[src/rtl/module_decodificador_secded_pipe.sv]
// Two-stage pipelined SECDED (extended Hamming) decoder with valid/ready flow control.
// Optional saturating error counters are built only when SECDED_CNT_EN is defined.
module module_decodificador_secded_pipe #(
  parameter int DATA_W = 4,
  parameter int CNT_W  = 16,
  localparam int P_W   = (8  >= DATA_W + 4) ? 3 :
                         (16 >= DATA_W + 5) ? 4 :
                         (32 >= DATA_W + 6) ? 5 : 6,
  localparam int N_W   = DATA_W + P_W + 1
) (
  input  logic              clk,
  input  logic              rst_n,
  input  logic              valid_in,
  output logic              ready_in,
  input  logic [N_W-1:0]    codeword_in,
  output logic              valid_out,
  input  logic              ready_out,
  output logic [DATA_W-1:0] datos_corregidos,
  output logic [P_W-1:0]    sindrome,
  output logic              err_single,
  output logic              err_double,
  input  logic              clr_cnt,
  output logic [CNT_W-1:0]  cnt_single,
  output logic [CNT_W-1:0]  cnt_double
);

  // Handshake: a word moves in on valid_in & ready_in and out on valid_out & ready_out;
  // a stage loads when it is empty or the stage after it is loading.

  // Codeword position of data bit idx: the idx-th non-power-of-2 position above 0.
  function automatic int data_pos(input int idx);
    int k;
    data_pos = 0;
    k = 0;
    for (int p = 1; p < N_W; p++) begin
      if ((p & (p - 1)) != 0) begin
        if (k == idx) data_pos = p;
        k++;
      end
    end
  endfunction

  logic              v1, v2;
  logic              ld1, ld2;
  logic [N_W-1:0]    cw1;
  logic [P_W-1:0]    syn1;
  logic              par1;
  logic [P_W-1:0]    syn_c;
  logic              par_c;
  logic [N_W-1:0]    cw_fix;
  logic [DATA_W-1:0] data_c;
  logic              single_c, double_c;
  logic              xfer_out;

  assign ld2       = ~v2 | ready_out;
  assign ld1       = ~v1 | ld2;
  assign ready_in  = ld1;
  assign valid_out = v2;
  assign xfer_out  = v2 & ready_out;

  always_comb begin
    syn_c = '0;
    par_c = ^codeword_in;
    for (int i = 1; i < N_W; i++) begin
      if (codeword_in[i]) syn_c = syn_c ^ P_W'(i);
    end
  end

  always_ff @(posedge clk or negedge rst_n) begin
    if (!rst_n) begin
      v1   <= 1'b0;
      cw1  <= '0;
      syn1 <= '0;
      par1 <= 1'b0;
    end else if (ld1) begin
      v1   <= valid_in;
      cw1  <= codeword_in;
      syn1 <= syn_c;
      par1 <= par_c;
    end
  end

  // Odd parity with a zero syndrome means only the global parity bit flipped.
  always_comb begin
    cw_fix   = cw1;
    single_c = 1'b0;
    double_c = 1'b0;
    if (par1) begin
      if (int'(syn1) < N_W) single_c = 1'b1;
      else                  double_c = 1'b1;
      for (int i = 1; i < N_W; i++) begin
        if (syn1 == P_W'(i)) cw_fix[i] = ~cw1[i];
      end
    end else if (syn1 != '0) begin
      double_c = 1'b1;
    end
    data_c = '0;
    for (int d = 0; d < DATA_W; d++) begin
      data_c[d] = cw_fix[data_pos(d)];
    end
  end

  always_ff @(posedge clk or negedge rst_n) begin
    if (!rst_n) begin
      v2               <= 1'b0;
      datos_corregidos <= '0;
      sindrome         <= '0;
      err_single       <= 1'b0;
      err_double       <= 1'b0;
    end else if (ld2) begin
      v2               <= v1;
      datos_corregidos <= data_c;
      sindrome         <= syn1;
      err_single       <= v1 & single_c;
      err_double       <= v1 & double_c;
    end
  end

`ifdef SECDED_CNT_EN
  // Counters advance only on an output transfer; clear has priority over increment.
  always_ff @(posedge clk or negedge rst_n) begin
    if (!rst_n) begin
      cnt_single <= '0;
      cnt_double <= '0;
    end else if (clr_cnt) begin
      cnt_single <= '0;
      cnt_double <= '0;
    end else begin
      if (xfer_out && err_single && (cnt_single != '1)) cnt_single <= cnt_single + 1'b1;
      if (xfer_out && err_double && (cnt_double != '1)) cnt_double <= cnt_double + 1'b1;
    end
  end
`else
  logic unused_cnt_inputs;
  assign unused_cnt_inputs = clr_cnt | xfer_out;
  assign cnt_single = '0;
  assign cnt_double = '0;
`endif

endmodule

[config.mk]
export PLATFORM = sky130hd
export DESIGN_NAME = module_decodificador_secded_pipe
export DESIGN_NICKNAME = d
export VERILOG_FILES = /design/src/rtl/module_decodificador_secded_pipe.sv
export SDC_FILE = /design/constraint.sdc
export NUM_CORES = 1
export LEC_CHECK = 0
export CELL_PAD_IN_SITES_DETAIL_PLACEMENT = 1
export CELL_PAD_IN_SITES_GLOBAL_PLACEMENT = 1
export CORE_MARGIN = 1.5
export CORE_UTILIZATION = 26
export DETAILED_ROUTE_END_ITERATION = 10
export GPL_TIMING_DRIVEN = 0
export PLACE_DENSITY_LB_ADDON = 0.1
export SYNTH_ARGS = -nofsm -noshare
export SYNTH_HDL_FRONTEND = slang
export SYNTH_SLANG_ARGS = --single-unit
export TNS_END_PERCENT = 50
[constraint.sdc]
create_clock -name clk -period 1.25 [get_ports clk]
set_input_delay 0.1875 -clock clk [delete_from_list [all_inputs] [get_ports clk]]
set_output_delay 0.1875 -clock clk [all_outputs]
set_load 0.03 [all_outputs]
==> results of run 1 <==
[state kept, by name, indices dropped and copies added, names as in the netlist]
name / cells
syn1: 3
v1: 1
sindrome: 3
par1: 1
valid_out: 1
err_single: 1
cw1: 4
datos_corregidos: 4
err_double: 1
[cell families (layout without fill, tap and decap cells)]
family,after synthesis,count (layout)
AOI/OAI and AO/OA,10,10
xor gates and xnor gates,15,15
buffers and inverters,36,73
DFF,19,19
muxes,8,8
other,1,32
and+or+nand+nor,18,18
[worst paths after layout]
path / slack, ps / start / to
min reg2reg: 470 / err_double / err_double
min: 400 / codeword_in[5] / cw1[5]
max reg2reg: -90 / valid_out / cw1[5]
max in group asynchronous: 250 / rst_n / valid_out
max: -120 / valid_out / ready_in
min in group asynchronous: 420 / rst_n / cw1[5]
[cells in the mapped netlist (2+ instances only)]
cell	number	area, µm²
buf_4	32	240
buf_2	2	10.0
xor2_1	9	78.8
mux2_1	4	45.0
xnor2_1	6	52.6
nand4b_1	3	26.3
dfrtp_1	19	475
mux2_2	3	33.8
nand2_1	7	26.3
a21oi_1	3	15.0
o21ai_0	6	30.0
nor2_1	3	11.3
[critical path, cell delays in order, from the launching register on]
cell and delay, ps:
dfrtp_2 400, nor2b_4 120, buf_6 120, nand2_4 70, buf_8 110, buf_6 120
[power breakdown]
| group | internal [mW] | switching [mW] |
|---|---|---|
| logic | 0.393 | 0.511 |
| clock network | 0.226 | 0.193 |
| registers | 0.750 | 0.129 |
[timing repair]
item                                    CTS  global route
setup buffers                             4             7
endpoints found under the hold margin     0             0
gates resized for setup                  27            11
endpoints found under the setup margin   16            11
pin swaps                                 2             2
[cell type report]
class | count | area share, %
sequential | 19 | 27.8
inverter | 1 | 0.219
clock buffer | 4 | 2.63
buffer | 35 | 16.0
multi-input combinational | 83 | 32.8
timing repair buffer | 33 | 16.9
tap | 50 | 3.65
[cells in the final DEF, fill, tap and decap left out, types with 4 or more instances in the layout]
master	count
conb_1	32
xnor2_1	4
buf_4	44
xor2_1	6
clkdlybuf4s50_1	6
mux2_4	5
dfrtp_1	18
o21ai_0	5
nand2_1	7
dlygate4sd2_1	14
[layer usage]
layer  track usage (%)  part of all wire (%)  up-vias
met4              5.25                   1.1        0
met2              18.6                    56       33
met3             0.493                   6.1        2
met1              11.3                    37      387
li1                  -                     -      414
met5                 0                     0        -
==> flow_summary_export.csv, run 1 <==
group,metric,value,unit
drt,via_per_inst,3.72,
global_route,grt_pass1_vias,773,
min_path,hold_path.class,"input pin to flip-flop",
synth,synth_ff_type,"dfrtp_1",
synth,yosysUniqueCellTypes,22,
placed_design,gp_congestion,0.740,
critical_path,cp_max_fo,4,
floorplanning,initial_core_util,27.4,%
clock_network,cts_tree,"yes",
synth,netlist_area,0.00111,mm²
placed_design,place_area,0.00154,mm²
cells_and_area,n_fill_cell,480,
cells_and_area,drive_above_1_share,38.9,%
power,power,2.20,mW
drt,num_vias,836,
global_route,grt_max_degree,20,
cells_and_area,fin_util,42.2,%
synth,yosys_warnings,0,
run_status,violations,"negative setup slack",
timing,relSlewSlack,43.2,%
cells_and_area,final_cell_area,0.00171,mm²
global_route,grt_usage,9.95,%
critical_path,rr_worst_depth,6,
timing,fin_hold_ws,403,ps
critical_path,critical_path_class,"flip-flop to output pin",
floorplanning,die_w,68.4,µm
cells_and_area,area.sequential,477,µm²
synth,yosys.area_share.adder,0,%
synth,synth-async-reset-ratio,100,%
synth,synth_top_family_by_area,"buffers and inverters",
clock_network,clk_pin_slew,70,ps
cells_and_area,layout.cells.non_filler,225,
critical_path,crit_arrival,1190,ps
timing,hold_viol,0,
clock_network,htreeDepth,1,
drt,wl_per_cell,10.6,µm
synth,yosysSeqAreaShare,42.8,%
cells_and_area,multi_input_area,562,µm²
power,p_per_area,1290,mW/mm²
critical_path,worstSetupStartpointType,"flip-flop",
timing,rsz0062_at_grt,"true",
drt,drc,0,
power,p_leak,0.890,nW
critical_path,end_kind,"output pin",
synth,synthSimpleGateAreaFrac,8.56,%
min_path,hold_depth,2,
synth,synth.area.mux_share,8.45,%
run_status,status,"finished, violations left",
timing,fin_crit,1370,ps
timing,setup_tns,-315,ps
job,drv_cap,0,
global_route,antenna_found_initial,0,
placed_design,dp_slack,-711,ps
clock_network,cts.sinks,19,
synth,synth-edff-count,0,
synth,syn_inst,107,
placed_design,dp_cells,210,
placed_design,hpwlAfterDp,1770,µm
drt,wl,2390,µm
timing,setup_ws,-124,ps
global_route,globalRoute.totalOverflow,0,
global_route,grt_pass1_wl,3390,µm
synth,synth-seq-cells,19,
cells_and_area,finalNetCount,189,
floorplanning,boundaryPins,56,
timing,slew_violations,0,
drt,drtPass1Iterations,2,
floorplanning,die_area,0.00467,mm²
clock_network,cts_buffers,3,
timing,fin_crit_sh,110,%
timing,setup_viol,5,
timing,fin_skew,4.77,ps
power,ir_drop,0.449,mV
timing,tightest_slew,849,ps
synth,syn_area_per_cell,10.4,µm²
synth,synth-xor-area-share,11.8,%
floorplanning,die-height,68.4,µm
critical_path,required,1060,ps
clock_network,clk_latency,250,ps
clock_network,cts_root_buf,"clkbuf_8",
floorplanning,core_area,0.00406,mm²
cells_and_area,antenna_cells,0,
clock_network,cts_buffer_depth,2,
timing,fmax,728,MHz
drt,drtAntennaViolNets,0,
synth,synth_compound_gate_area_share,4.84,%
cells_and_area,areaGrowthSynthToFinish,54.2,%
placed_design,port_buffers,22,
drt,drtIter0Drc,3,
clock_network,hold_buffers,0,
floorplanning,rows,23,
Note: power is estimated with default switching activity, not from simulation.
==> run 2: changes to the inputs <==
--- a/config.mk
+++ b/config.mk
@@ -7,6 +7,7 @@
 export LEC_CHECK = 0
 export CELL_PAD_IN_SITES_DETAIL_PLACEMENT = 1
 export CELL_PAD_IN_SITES_GLOBAL_PLACEMENT = 1
+export CORE_ASPECT_RATIO = 0.8
 export CORE_MARGIN = 1.5
 export CORE_UTILIZATION = 26
 export DETAILED_ROUTE_END_ITERATION = 10
==> run 2 against run 1 <==
Compared with the run above:
- the run still ends with negative setup slack left
- flip-flop and latch count is the same
- clock power grew 4%
- non-clock buffer count is the same
- critical path type unchanged
- count of clock-buffer cells in the layout shrank 1
- power grew 0.77%
- hold slack gained 5.4 ps
- largest power group unchanged
==> flow_summary_export.csv, run 2 (synthesized netlist as in run 1, its figures left out) <==
group,metric,value,unit
floorplanning,die-height,61.5,µm
timing,hold_viol,0,
job,drv_cap,0,
floorplanning,core_area,0.00415,mm²
cells_and_area,final_cell_mix,"buf_4, conb_1, dfrtp_1",
timing,fin_skew,3.93,ps
placed_design,port_buffers,22,
critical_path,end_kind,"output pin",
min_path,hold_path.class,"input pin to async pin",
timing,slew_violations,0,
global_route,antenna_found_initial,0,
cells_and_area,final_common_cell,"buf_4",
run_status,violations,"negative setup slack",
floorplanning,die_w,76.1,µm
cells_and_area,fin_util,41.7,%
power,p_per_area,1280,mW/mm²
drt,drtAntennaViolNets,0,
timing,fin_hold_ws,408,ps
global_route,grt_pass1_wl,3520,µm
drt,wl_per_cell,9.91,µm
timing,fin_crit,1380,ps
critical_path,critical_path_class,"flip-flop to output pin",
cells_and_area,multi_input_area,567,µm²
placed_design,dp_cells,217,
clock_network,cts_buffers,3,
cells_and_area,reg_top3,"cw1 x4, datos_corregidos x4",
floorplanning,die_area,0.00468,mm²
critical_path,crit_arrival,1190,ps
clock_network,hold_buffers,0,
cells_and_area,n_fill_cell,514,
clock_network,cts.sinks,19,
clock_network,cts_tree,"yes",
cells_and_area,layout.cells.non_filler,232,
clock_network,cts_buffer_depth,2,
drt,drc,0,
drt,num_vias,841,
global_route,globalRoute.totalOverflow,0,
drt,drtPass1Iterations,2,
drt,drtIter0Drc,17,
cells_and_area,drive_above_1_share,39.4,%
critical_path,cp_max_fo,5,
timing,setup_viol,10,
critical_path,required,1060,ps
power,p_leak,0.876,nW
cells_and_area,areaGrowthSynthToFinish,55.9,%
clock_network,cts_root_buf,"clkbuf_8",
drt,wl,2300,µm
global_route,grt_max_degree,20,
clock_network,clk_latency,250,ps
timing,setup_ws,-129,ps
critical_path,worstSetupStartpointType,"flip-flop",
cells_and_area,antenna_cells,0,
cells_and_area,finalNetCount,189,
cells_and_area,area.sequential,477,µm²
placed_design,dp_slack,-707,ps
placed_design,gp_congestion,0.686,
timing,fmax,725,MHz
floorplanning,rows,21,
power,power,2.22,mW
global_route,grt_usage,9.75,%
clock_network,clk_pin_slew,80,ps
global_route,grt_pass1_vias,800,
timing,tightest_slew,847,ps
power,ir_drop,0.436,mV
timing,rsz0062_at_grt,"true",
floorplanning,boundaryPins,56,
timing,fin_crit_sh,110,%
timing,relSlewSlack,43.3,%
run_status,status,"finished, violations left",
placed_design,hpwlAfterDp,1710,µm
floorplanning,initial_core_util,26.8,%
drt,via_per_inst,3.63,
clock_network,htreeDepth,1,
run 2: through the flow:
| stage | setup TNS [ps] | area [µm²] |
|---|---|---|
| 2_1_floorplan | -346 | 1250 |
| 3_3_place_gp | -3910 | 1550 |
| 3_5_place_dp | -4790 | 1550 |
| 4_1_cts | -943 | 1630 |
| 5_1_grt | -1150 | 1730 |
| 6_report | -666 | 1730 |
run 2: layer usage:
| metal | track usage, % | share of wire [%] | vias to the layer above |
|---|---|---|---|
| met1 | 10.8 | 45 | 386 |
| met3 | 1.48 | 5.7 | 0 |
| met4 | 6.35 | 0 | 0 |
| met2 | 18.3 | 50 | 32 |
| met5 | 0 | 0 | - |
| li1 | - | - | 423 |
run 2: layout make-up:
class                      count  area share, %
multi-input combinational     83           32.7
timing repair buffer          33           16.8
sequential                    19           27.5
clock buffer                   3           2.38
buffer                        35           15.8
inverter                       1          0.217
tap                           57           4.12
clock inverter                 1          0.434
run 2: final timing paths:
| check | startpoint | to | slack, ps | depth (start not counted) |
|---|---|---|---|---|
| worst max register to register | valid_out | cw1[5] | -100 | 6 |
| max in group asynchronous | rst_n | valid_out | 260 | 1 |
| worst min register to register | datos_corregidos[1] | datos_corregidos[1] | 480 | 2 |
| min in group clk | codeword_in[5] | cw1[5] | 410 | 2 |
| worst max-delay path | valid_out | ready_in | -130 | 5 |
| worst min-delay path | rst_n | v1 | 410 | 1 |
run 2: power breakdown:
group          internal [mW]  switching, mW
Clock                  0.224          0.210
Sequential             0.749          0.126
Combinational          0.394          0.515
run 2: what timing repair did:
action                     in CTS  in global routing
setup endpoints to repair      18                 10
setup buffers                   3                  8
pin swaps                       2                  0
gates resized for setup        27                 13
gates cloned                    0                  0
run 2: worst max-delay path: stages, from the launching register on:
cell     delay (ps)
dfrtp_2         400
nor2b_4         120
buf_6           120
nand2_4          70
buf_8           100
buf_6           120
==> run 3: changes to the inputs <==
--- a/config.mk
+++ b/config.mk
@@ -13,6 +13,7 @@
 export DETAILED_ROUTE_END_ITERATION = 10
 export GPL_TIMING_DRIVEN = 0
 export PLACE_DENSITY_LB_ADDON = 0.1
+export SLEW_MARGIN = 15
 export SYNTH_ARGS = -nofsm -noshare
 export SYNTH_HDL_FRONTEND = slang
 export SYNTH_SLANG_ARGS = --single-unit
==> results of run 3 <==
No change in the layout: final DEF, timing and power equal those of run 2.
